==> src/rtl/rf_fifo_ctrl_pkg.sv <==
// Shared defaults and sizing helpers for the register-file backed show-ahead FIFO.
package rf_fifo_ctrl_pkg;

    localparam int RF_FIFO_DW_DEF = 32;
    localparam int RF_FIFO_AW_DEF = 3;

    // Number of RF entries addressable with an aw-bit address.
    function automatic int rf_depth(input int aw);
        return 32'sd1 << aw;
    endfunction

endpackage

==> src/rtl/rf_fifo_ctrl.sv <==
// Show-ahead FIFO sequencer around a 1w1r RF with registered read; the RF's
// held read data doubles as the one-entry output stage.
module rf_fifo_ctrl
    import rf_fifo_ctrl_pkg::*;
#(
    parameter int DW = RF_FIFO_DW_DEF,
    parameter int AW = RF_FIFO_AW_DEF
) (
    input  logic          CLK,
    input  logic          RST_N,
    input  logic          FLUSH,
    input  logic          PUSH,
    input  logic [DW-1:0] PUSH_DATA,
    output logic          PUSH_READY,
    output logic          POP_VALID,
    output logic [DW-1:0] POP_DATA,
    input  logic          POP,
    output logic [AW+1:0] COUNT,
    output logic          RF_RE,
    output logic [AW-1:0] RF_RADDR,
    input  logic [DW-1:0] RF_RDATA,
    output logic          RF_WE,
    output logic [AW-1:0] RF_WADDR,
    output logic [DW-1:0] RF_WDATA
);

    localparam logic [AW:0] RF_FULL = (AW+1)'(rf_depth(AW));

    logic [AW-1:0] wptr_r;
    logic [AW-1:0] rptr_r;
    logic [AW:0]   rf_cnt_r;
    logic          out_vld_r;

    logic          push_ready_s;
    logic          acc_w_s;
    logic          acc_p_s;
    logic          rd_s;

    // Handshake decode; full/empty come only from rf_cnt, never pointer compare.
    always_comb begin
        push_ready_s = (rf_cnt_r != RF_FULL);
        acc_w_s      = PUSH & push_ready_s & ~FLUSH;
        acc_p_s      = POP & out_vld_r & ~FLUSH;
        rd_s         = ~FLUSH & (rf_cnt_r != {(AW+1){1'b0}}) & (~out_vld_r | acc_p_s);
    end

    // Pointer, occupancy and output-stage state; FLUSH discards everything.
    always_ff @(posedge CLK or negedge RST_N) begin
        if (!RST_N) begin
            wptr_r    <= {AW{1'b0}};
            rptr_r    <= {AW{1'b0}};
            rf_cnt_r  <= {(AW+1){1'b0}};
            out_vld_r <= 1'b0;
        end else if (FLUSH) begin
            wptr_r    <= {AW{1'b0}};
            rptr_r    <= {AW{1'b0}};
            rf_cnt_r  <= {(AW+1){1'b0}};
            out_vld_r <= 1'b0;
        end else begin
            if (acc_w_s) begin
                wptr_r <= wptr_r + {{(AW-1){1'b0}}, 1'b1};
            end
            if (rd_s) begin
                rptr_r <= rptr_r + {{(AW-1){1'b0}}, 1'b1};
            end
            rf_cnt_r <= rf_cnt_r + {{AW{1'b0}}, acc_w_s} - {{AW{1'b0}}, rd_s};
            if (rd_s) begin
                out_vld_r <= 1'b1;
            end else if (acc_p_s) begin
                out_vld_r <= 1'b0;
            end
        end
    end

    // RF strobes and consumer-facing outputs.
    always_comb begin
        PUSH_READY = push_ready_s;
        POP_VALID  = out_vld_r;
        POP_DATA   = RF_RDATA;
        COUNT      = {1'b0, rf_cnt_r} + {{(AW+1){1'b0}}, out_vld_r};
        RF_WE      = acc_w_s;
        RF_WADDR   = wptr_r;
        RF_WDATA   = PUSH_DATA;
        RF_RE      = rd_s;
        RF_RADDR   = rptr_r;
    end

endmodule

==> config.mk <==
export PLATFORM = sky130hd
export DESIGN_NAME = rf_fifo_ctrl
export DESIGN_NICKNAME = d
export VERILOG_FILES = /design/src/rtl/rf_fifo_ctrl_pkg.sv /design/src/rtl/rf_fifo_ctrl.sv
export SDC_FILE = /design/constraint.sdc
export NUM_CORES = 1
export LEC_CHECK = 0
export BUFFER_PORTS_ARGS = -buffer_cell sky130_fd_sc_hd__buf_4
export CORE_UTILIZATION = 34
export CTS_BUF_LIST = sky130_fd_sc_hd__clkbuf_2 sky130_fd_sc_hd__clkbuf_4 sky130_fd_sc_hd__clkbuf_8
export DETAILED_ROUTE_END_ITERATION = 7
export PLACE_DENSITY = 0.93
export SLEW_MARGIN = 20
export SYNTH_ARGS = -nofsm -noshare
export SYNTH_HDL_FRONTEND = slang
export SYNTH_SLANG_ARGS = --single-unit
export TNS_END_PERCENT = 50
==> constraint.sdc <==
create_clock -name CLK -period 2.92 [get_ports CLK]
set_input_delay 0.584 -clock CLK [delete_from_list [all_inputs] [get_ports CLK]]
set_output_delay 0.584 -clock CLK [all_outputs]
set_load 0.005 [all_outputs]
==> summary.txt, run 1 <==
Status
  – Run status: finished clean

Placement
  – Placed insts: around 140
  – Cell Area, Placed: between 900 and 1000 um^2
  – Gpl congestion: around 0.74
  – HPWL after DPL: about 1400 um
  – PortBufs: 19

Pwr
  – Pwr Density: 815 nW/um^2
  – Combinational share of power: 53.0%
  – Sequential Power Share: between 30 and 40%
  – Static Leak: between 0.4 and 0.5 nW
  – P_sw: 0.000303 W
  – Int Pwr: between 0.0004 and 0.0005 W
  – Switching Share: between 30% and 40%
  – Clk pwr share: about 15%
  – Maximum vdd drop: 222 uV

Global route
  – Largest net degree at the start of global routing: 16
  – Initial antenna violation count: 0
  – Total grt overflow: 0
  – Vias in the first global route: between 600 and 700
  – Total GRT Usage: a little over a tenth
  – First-pass GRT wire length: a little under 3000 um

Cells and area
  – Final core utilization: 28.3%
  – Antenna cells: 0
  – Layout area overhead: -20.9%
  – Final instance area: approximately 960 um^2
  – Nets@finish: 180
  – Fin cells: 143
  – Fraction of layout cells with a size suffix above 1: between 20 and 30%

Critical path
  – R2r startpoint: rf_cnt_r[2]
  – Crit start category: register
  – R2R Path End: rf_cnt_r[1]
  – Worst reg-to-reg path cell count: 9
  – CP endpoint kind: register
  – CP max FO: 8
  – CP required: ~3100 ps
  – Crit Path Class: register to register
  – WP data arrival: roughly 2600 ps
  – Reg2Reg Setup Slack: ~500 ps

Logic synthesis
  – Synthesis Warnings: 0
  – Post-Syn Area: between 1000 and 1500 um^2
  – Post-synthesis cell type count: 25
  – Synth Area in Simple Gates: a little under an eighth
  – Ys flop type: dfrtp_1
  – Post-synthesis adder-cell area fraction: 14.0%
  – Largest family of logic cells by synthesized area: buffers and inverters
  – Largest area contributor in the netlist: buf_4
  – Top cells by area, synth: buf_4 40%, dfrtp_1 23%, ha_1 12%, a21oi_1 3.3%, inv_1 2.5%
  – Average size of a mapped cell: about 8.7 um^2
  – Top cell type's share of synthesized area: about two fifths
  – Compound-Gate Fraction of Synth Area: about 6.7%
  – Syn Nets: about 220
  – Seq cells post-synth: 11
  – Post-synth ARST share: 100%
  – XOR/XNOR share of the synthesized area: 2.16%
  – Top cells by count, synth: 64 x buf_4, 12 x ha_1, 11 x dfrtp_1
  – Cell with the most instances after synthesis: buf_4
  – EDFF count, synth: 0
  – Post-synthesis mux area share: 0%
  – Seq/Total Area, Yosys: 22.7%
  – Cells after synthesis: around 140

Timing
  – Slew margin rel.: about two thirds
  – Tightest Pin Transition: roughly 520 ps
  – Final Setup Violations: 0
  – Final worst path period share: approximately 83%
  – Slew Viols, Final: 0
  – Hold Vio Cnt, Final: 0
  – Final setup TNS: 0 ps
  – Max Fclk: a little over 400 MHz
  – RSZ-0062 raised after global routing: false
  – Final Critical Period: about 2400 ps
  – Layout Skew: approximately 5.3 ps

Route
  – DR WL met3: between 200 and 250 um
  – Antenna viol nets, final: 0
  – WL/cell: roughly 13 um
  – Via-per-instance ratio: approximately 4.5
  – Starting DRT DRC Count: 18
  – Post-Route WL: 1820 um
  – Post-route DRC violation count: 0
  – Metal2 WL: ~750 um
  – Highest routed metal layer: met4
  – Met1 WL: a little under 800 um
  – DR pass1 iterations: 2
  – DR vias: between 600 and 700

Floorplan
  – Die ar.: 3810 um^2
  – Die extent in y: 61.7 um
  – Die Span X: just over 60 um
  – Row count: 21
  – Core area: ~3400 um^2
  – I/O pins: 148
  – Starting Density: 35.8%

Clock network
  – # Post-CTS Setup Buffers: 0
  – CTS sink cnt: 11
  – Max H-tree Level: 1
  – Clock tree buffer depth: 2
  – Reg clk slew, reported paths: around 80 ps
  – CTS resizes: 0
  – CTS tree: yes
  – Skew-Pair Late Insertion Delay: roughly 270 ps
  – Inserted Clock Buffers: 3
  – Post-cts hold buffer count: 0
  – CTS Root Cell: clkbuf_4

Flow run
  – Max_cap viols: 0

Min path
  – Worst min path class: primary input to asynchronous set/reset pin
metrics by stage:
step                      total power [W]  worst slack (ps)  hold WS, ps
after floorplan                  0.000571               684          288
after global placement           0.000652               620          428
after detailed placement         0.000673               501          432
after CTS                        0.000797               485          136
after global routing             0.000885               305          115
final                            0.000782               503          133
critical path, stage by stage (launching register included):
cell     delay (ps)
dfrtp_1         430
inv_1           120
ha_1            160
nor3b_2         360
nor3_1          140
ha_1            300
inv_1            40
ha_1            200
fa_1            430
nor2b_1         140
layout by cell type (no fill, tap or decap), types with 3 or more instances in the layout:
cell / count
a21oi_1: 8
buf_4: 19
clkbuf_4: 4
dfrtp_1: 11
ha_1: 12
inv_1: 8
nand2b_1: 3
nor2_1: 3
nor2b_1: 3
o21ai_1: 3
kinds of logic after synthesis:
logic type,Yosys count
xor gates and xnor gates,3
AOI/OAI and AO/OA,15
and+or+nand+nor,23
DFF,11
adders and majority gates,13
buffers and inverters,74
per-layer routing:
metal  GRT usage [%]  vias to the layer above
met4            6.03                        0
met1            12.4                      287
met2            15.4                       33
met5               0                        -
li1                -                      302
met3            7.45                       20
registers in the layout (all words and copies together), names as in the netlist:
name / flops
RF_RADDR: 3
POP_VALID: 1
RF_WADDR: 3
rf_cnt_r: 4
worst max path at each step:
stage                     start  slack (ps)     endpoint  cells past startpoint
floorplan           rf_cnt_r[2]         680  rf_cnt_r[2]                     10
global placement    rf_cnt_r[2]         620  rf_cnt_r[2]                     10
detailed placement  rf_cnt_r[2]         500  rf_cnt_r[1]                      9
CTS                 rf_cnt_r[2]         490  rf_cnt_r[1]                      9
global route        rf_cnt_r[2]         310  rf_cnt_r[1]                      9
finish              rf_cnt_r[2]         500  rf_cnt_r[1]                      9
layout make-up:
| cell class | instances | area [um^2] |
|---|---|---|
| Fill cell | 368 | 2430 |
| Multi-Input combinational cell | 54 | 420 |
| Sequential cell | 11 | 275 |
| Timing Repair Buffer | 19 | 143 |
| Tap cell | 46 | 57.6 |
| Inverter | 9 | 33.8 |
| Clock buffer | 4 | 30.0 |
power by group through the flow:
stage	combinational (W)	clock, W	sequential, W
floorplan	0.000327	0	0.000245
global placement	0.000402	0	0.000250
detailed placement	0.000419	0	0.000254
CTS	0.000422	0.000122	0.000252
global route	0.000490	0.000135	0.000260
finish	0.000414	0.000117	0.000251
(Power assumes the default switching activity.)
==> run 2: changes to the inputs <==
--- a/config.mk
+++ b/config.mk
@@ -6,10 +6,10 @@
 export NUM_CORES = 1
 export LEC_CHECK = 0
 export BUFFER_PORTS_ARGS = -buffer_cell sky130_fd_sc_hd__buf_4
-export CORE_UTILIZATION = 34
+export CORE_UTILIZATION = 30
 export CTS_BUF_LIST = sky130_fd_sc_hd__clkbuf_2 sky130_fd_sc_hd__clkbuf_4 sky130_fd_sc_hd__clkbuf_8
 export DETAILED_ROUTE_END_ITERATION = 7
-export PLACE_DENSITY = 0.93
+export PLACE_DENSITY = 0.88
 export SLEW_MARGIN = 20
 export SYNTH_ARGS = -nofsm -noshare
 export SYNTH_HDL_FRONTEND = slang
==> constraint.sdc (replaced) <==
create_clock -name CLK -period 2.1 [get_ports CLK]
set_input_delay 0.42 -clock CLK [delete_from_list [all_inputs] [get_ports CLK]]
set_output_delay 0.42 -clock CLK [all_outputs]
set_load 0.005 [all_outputs]
==> summary.txt, run 2 (same netlist as run 1, synthesis figures left out) <==
Status
  – Run status: finished with violations
  – Failing checks: negative setup slack

Floorplan
  – Row count: 22
  – Die Span X: roughly 66 um
  – Die extent in y: between 60 and 70 um
  – Core area: roughly 3800 um^2
  – I/O pins: ~150
  – Starting Density: 32.2%
  – Die ar.: approximately 4300 um^2

Timing
  – Final worst path period share: 101%
  – Final Setup Violations: 1
  – Final setup TNS: -13.3 ps
  – Final worst setup slack: -13.3 ps
  – RSZ-0062 raised after global routing: true
  – Final Critical Period: ~2100 ps
  – Hold Vio Cnt, Final: 0
  – Layout Skew: about 1.2 ps
  – Max Fclk: approximately 470 MHz
  – Tightest Pin Transition: 286 ps
  – Slew Viols, Final: 0
  – Slew margin rel.: between 80% and 90%

Critical path
  – Worst path max stage delay: just over 400 ps
  – CP endpoint kind: register
  – Kind of cell adding the most delay to the critical path: adder cells
  – CP required: roughly 2200 ps
  – R2r startpoint: rf_cnt_r[2]
  – Worst reg-to-reg path cell count: 9
  – CP max FO: 3
  – WP data arrival: roughly 2200 ps
  – Critical Path Stages: 9
  – Reg2Reg Setup Slack: -10 ps
  – R2R Path End: rf_cnt_r[1]
  – Crit-path cells: inv_2 -> ha_4 -> nor3b_4 -> nor3_2 -> ha_1 -> inv_2 -> ha_4 -> fa_2 -> nor2b_2
  – Crit start category: register
  – Buf/Inv on CP: 2
  – Crit Path Class: register to register
  – Slowest-stage cell, CP: fa_2

Global route
  – Vias in the first global route: 654
  – Largest net degree at the start of global routing: 12
  – Total grt overflow: 0
  – Total GRT Usage: 9.09%
  – First-pass GRT wire length: between 2000 and 3000 um
  – Initial antenna violation count: 0

Placement
  – Cell Area, Placed: a little over 1000 um^2
  – Placed insts: 150
  – Gpl congestion: about 0.74
  – HPWL after DPL: between 1000 and 1500 um
  – PortBufs: 19
  – Post-place setup slack: roughly 30 ps

Clock network
  – CTS Root Cell: clkbuf_8
  – CTS sink cnt: 11
  – Inserted Clock Buffers: 3
  – Clock tree buffer depth: 2
  – Max H-tree Level: 1
  – Reg clk slew, reported paths: roughly 50 ps
  – Skew-Pair Late Insertion Delay: 230 ps
  – CTS tree: yes
  – Post-cts hold buffer count: 0

Pwr
  – Combinational share of power: around 58%
  – Pwr Density: between 1000 and 1500 nW/um^2
  – Maximum vdd drop: approximately 360 uV
  – Static Leak: around 0.54 nW
  – Clk pwr share: roughly 17%
  – Int Pwr: 0.000853 W
  – Pwr Total: 0.00133 W
  – Sequential Power Share: approximately 26%
  – Switching Share: a little over a third
  – P_sw: ~0.00048 W

Cells and area
  – Most common cell after layout, fill and taps aside: buf_4
  – Nets@finish: about 190
  – Largest register FFs: 4
  – Largest register by flop count: rf_cnt_r
  – Commonest non-fill, non-tap cells in the layout: 31 x buf_4, 11 x dfrtp_1, 10 x ha_1
  – Final instance area: between 1000 and 1500 um^2
  – Fraction of layout cells with a size suffix above 1: between 40 and 50%
  – Fin cells: 157
  – Layout area overhead: -8.35%
  – Antenna cells: 0

Route
  – Antenna viol nets, final: 0
  – Via-per-instance ratio: about 4.4
  – WL/cell: 11.9 um
  – Starting DRT DRC Count: 30
  – DR vias: approximately 700
  – DR pass1 iterations: 4
  – Post-route DRC violation count: 0
  – Post-Route WL: between 1500 and 2000 um

Min path
  – Worst min path class: primary input to asynchronous set/reset pin

Flow run
  – Max_cap viols: 0
## run 2: changes by cell type in the layout (fill, tap and decap cells not counted), moves of 2 or more
cell / previous run / this run
inv_2: 1 / 4
inv_1: 8 / 5
clkbuf_8: 0 / 3
clkbuf_4: 4 / 1
buf_4: 19 / 31
ha_1: 12 / 10
ha_4: 0 / 2
## run 2: through the flow
step / hold slack [ps] / utilization (%)
finish: 11.2 / 29.5
global route: 9.20 / 29.5
CTS: 10.3 / 28.6
detailed placement: 264 / 27.3
global placement: 264 / 27.3
floorplan: 124 / -
## run 2: area by class of cell
| type | count | area (um^2) |
|---|---|---|
| fillers | 390 | 2660 |
| repair buffers | 31 | 233 |
| flip-flops and latches | 11 | 275 |
| inverters | 9 | 33.8 |
| multi-input cells | 54 | 462 |
| well taps | 48 | 60.1 |
| clock buffers | 4 | 48.8 |
## run 2: worst register-to-register path, cell delays in order (launching register included)
cell and delay, ps:
dfrtp_1 350, inv_2 60, ha_4 150, nor3b_4 150, nor3_2 250, ha_1 280, inv_2 70, ha_4 130
fa_2 410, nor2b_2 160
## run 2: per-layer routing
metal	vias up	share of wire (%)	track usage, %
li1	324	-	-
met1	322	41	10.5
met2	34	47	13.5
met3	6	12	5.38
met4	0	0.91	3.53
met5	-	0	0
## run 2: how the worst max path moves through the flow
stage | to | startpoint
after floorplan | rf_cnt_r[1] | rf_cnt_r[2]
after global placement | rf_cnt_r[1] | rf_cnt_r[3]
after detailed placement | rf_cnt_r[1] | rf_cnt_r[3]
after CTS | rf_cnt_r[1] | rf_cnt_r[3]
after global routing | rf_cnt_r[1] | rf_cnt_r[2]
final | rf_cnt_r[1] | rf_cnt_r[2]
## run 2: repair_timing
item	4_1_cts	5_1_grt
hold endpoints to repair	0	0
buffers inserted	0	3
resized for setup	0	3
endpoints found under the setup margin	0	2
## run 2: power groups by stage
stage / clock network, W / registers (W) / logic (W)
finish: 0.000222 / 0.000341 / 0.000765
global placement: 0 / 0.000342 / 0.000693
CTS: 0.000232 / 0.000344 / 0.000715
global route: 0.000250 / 0.000348 / 0.000859
floorplan: 0 / 0.000347 / 0.000492
detailed placement: 0 / 0.000347 / 0.000707
==> run 3: changes to the inputs <==
--- a/config.mk
+++ b/config.mk
@@ -6,10 +6,10 @@
 export NUM_CORES = 1
 export LEC_CHECK = 0
 export BUFFER_PORTS_ARGS = -buffer_cell sky130_fd_sc_hd__buf_4
-export CORE_UTILIZATION = 30
+export CORE_UTILIZATION = 34
 export CTS_BUF_LIST = sky130_fd_sc_hd__clkbuf_2 sky130_fd_sc_hd__clkbuf_4 sky130_fd_sc_hd__clkbuf_8
 export DETAILED_ROUTE_END_ITERATION = 7
-export PLACE_DENSITY = 0.88
+export PLACE_DENSITY = 0.93
 export SLEW_MARGIN = 20
 export SYNTH_ARGS = -nofsm -noshare
 export SYNTH_HDL_FRONTEND = slang
==> constraint.sdc (replaced) <==
create_clock -name CLK -period 2.05 [get_ports CLK]
set_input_delay 0.41 -clock CLK [delete_from_list [all_inputs] [get_ports CLK]]
set_output_delay 0.41 -clock CLK [all_outputs]
set_load 0.005 [all_outputs]
==> summary.txt, run 3 (same netlist as run 1, synthesis figures left out) <==
Status
  – Run status: finished clean

Clock network
  – Inserted Clock Buffers: 3
  – Clock tree buffer depth: 2
  – CTS sink cnt: 11
  – CTS Root Cell: clkbuf_4
  – CTS tree: yes
  – Reg clk slew, reported paths: approximately 80 ps
  – Max H-tree Level: 1
  – Skew-Pair Late Insertion Delay: 270 ps

Placement
  – Placed insts: roughly 150
  – HPWL after DPL: roughly 1500 um
  – PortBufs: 19
  – Gpl congestion: between 0.8 and 0.9

Cells and area
  – Largest register FFs: 4
  – Nets@finish: between 150 and 200
  – Fillers: 336
  – Most common cell after layout, fill and taps aside: buf_4
  – Commonest non-fill, non-tap cells in the layout: 30 x buf_4, 11 x dfrtp_1, 9 x ha_1
  – Fraction of layout cells with a size suffix above 1: between 40% and 50%
  – Largest register by flop count: rf_cnt_r
  – Antenna cells: 0
  – Fin cells: approximately 160
  – Layout area overhead: -5.46%

Route
  – Via-per-instance ratio: around 4.6
  – Post-route DRC violation count: 0
  – Post-Route WL: 1920 um
  – Antenna viol nets, final: 0
  – DR vias: around 720
  – WL/cell: 12.3 um
  – Starting DRT DRC Count: 8
  – DR pass1 iterations: 3

Critical path
  – CP max FO: 2
  – WP data arrival: around 2300 ps
  – Crit start category: register
  – CP required: about 2300 ps
  – CP endpoint kind: register
  – Worst reg-to-reg path cell count: 9
  – Crit Path Class: register to register

Global route
  – Initial antenna violation count: 0
  – Largest net degree at the start of global routing: 14
  – Total grt overflow: 0
  – Vias in the first global route: roughly 760
  – Total GRT Usage: between 10% and 20%
  – First-pass GRT wire length: 3090 um

Timing
  – Tightest Pin Transition: 243 ps
  – Layout Skew: between 4 and 5 ps
  – Worst hold slack: 414 ps
  – Final Setup Violations: 0
  – Hold Vio Cnt, Final: 0
  – Slew margin rel.: between 80% and 90%
  – Final Critical Period: between 2000 and 2500 ps
  – RSZ-0062 raised after global routing: true
  – Final worst path period share: 99.4%
  – Max Fclk: around 490 MHz
  – Slew Viols, Final: 0

Floorplan
  – Core area: around 3400 um^2
  – I/O pins: roughly 150
  – Die Span X: 61.7 um
  – Row count: 21
  – Die ar.: about 3800 um^2
  – Starting Density: between 30% and 40%
  – Die extent in y: slightly above 60 um

Pwr
  – Static Leak: approximately 0.55 nW
  – Pwr Density: ~1200 nW/um^2
  – Maximum vdd drop: 305 uV

Min path
  – Worst min path class: primary input to register
  – Worst hold path stage count: 3

Flow run
  – Max_cap viols: 0
run 3: power by group:
group / internal, W / switching [W] / total, W
Sequential: 0.000281 / 0.0000515 / 0.000333
Combinational: 0.000500 / 0.000389 / 0.000889
Clock: 0.0000886 / 0.0000776 / 0.000166
Total: 0.000870 / 0.000518 / 0.00139
run 3: stage by stage:
stage / setup TNS [ps] / cell area, um^2 / utilization (%) / total power [W] / worst slack [ps]
floorplan: -98.0 / 1240 / - / 0.000860 / -77.3
global placement: 0 / 1030 / 30.5 / 0.00108 / 61.9
detailed placement: -35.3 / 1030 / 30.5 / 0.00112 / -35.3
CTS: -21.7 / 1080 / 31.8 / 0.00129 / -21.7
global route: -163 / 1150 / 33.9 / 0.00154 / -87.2
finish: 0 / 1150 / 33.9 / 0.00139 / 12.5
run 3: worst max-delay path, cell delays in order, from the launching register on:
cell and delay (ps):
dfrtp_1 400, inv_2 80, ha_4 120, nor3b_4 190
nor3_2 60, ha_1 290, inv_2 40, ha_4 150
fa_2 530, nor2b_4 130
run 3: timing repair:
action | in CTS | in global routing
hold endpoints to repair | 11 | 0
gates resized for setup | 1 | 9
setup endpoints to repair | 2 | 3
hold buffers | 1 | 0
pin swaps | 0 | 1
buffers inserted | 0 | 2
run 3: layer usage:
metal | GRT usage, % | vias up | share of wire [%]
met3 | 5.80 | 12 | 11
met2 | 18.1 | 25 | 48
met5 | 0 | - | 0
met1 | 11.5 | 355 | 38
li1 | - | 327 | -
met4 | 6.35 | 0 | 2.8
run 3: worst paths after layout:
check / start / end / slack [ps]
max in group asynchronous: RST_N / RF_RADDR[2] / 1390
min reg2reg: RF_WADDR[2] / RF_WADDR[2] / 560
max reg2reg: rf_cnt_r[3] / rf_cnt_r[1] / 10
min: PUSH / RF_WADDR[1] / 410
min in group asynchronous: RST_N / RF_WADDR[0] / 510
max: rf_cnt_r[3] / rf_cnt_r[1] / 10
run 3: area by class of cell:
| cell class | instances | area [um^2] | area share, % |
|---|---|---|---|
| inverters | 9 | 33.8 | 2.94 |
| flip-flops and latches | 11 | 275 | 24.0 |
| clock buffers | 4 | 30.0 | 2.62 |
| repair buffers | 32 | 246 | 21.5 |
| multi-input cells | 54 | 504 | 43.9 |
| well taps | 46 | 57.6 | 5.02 |
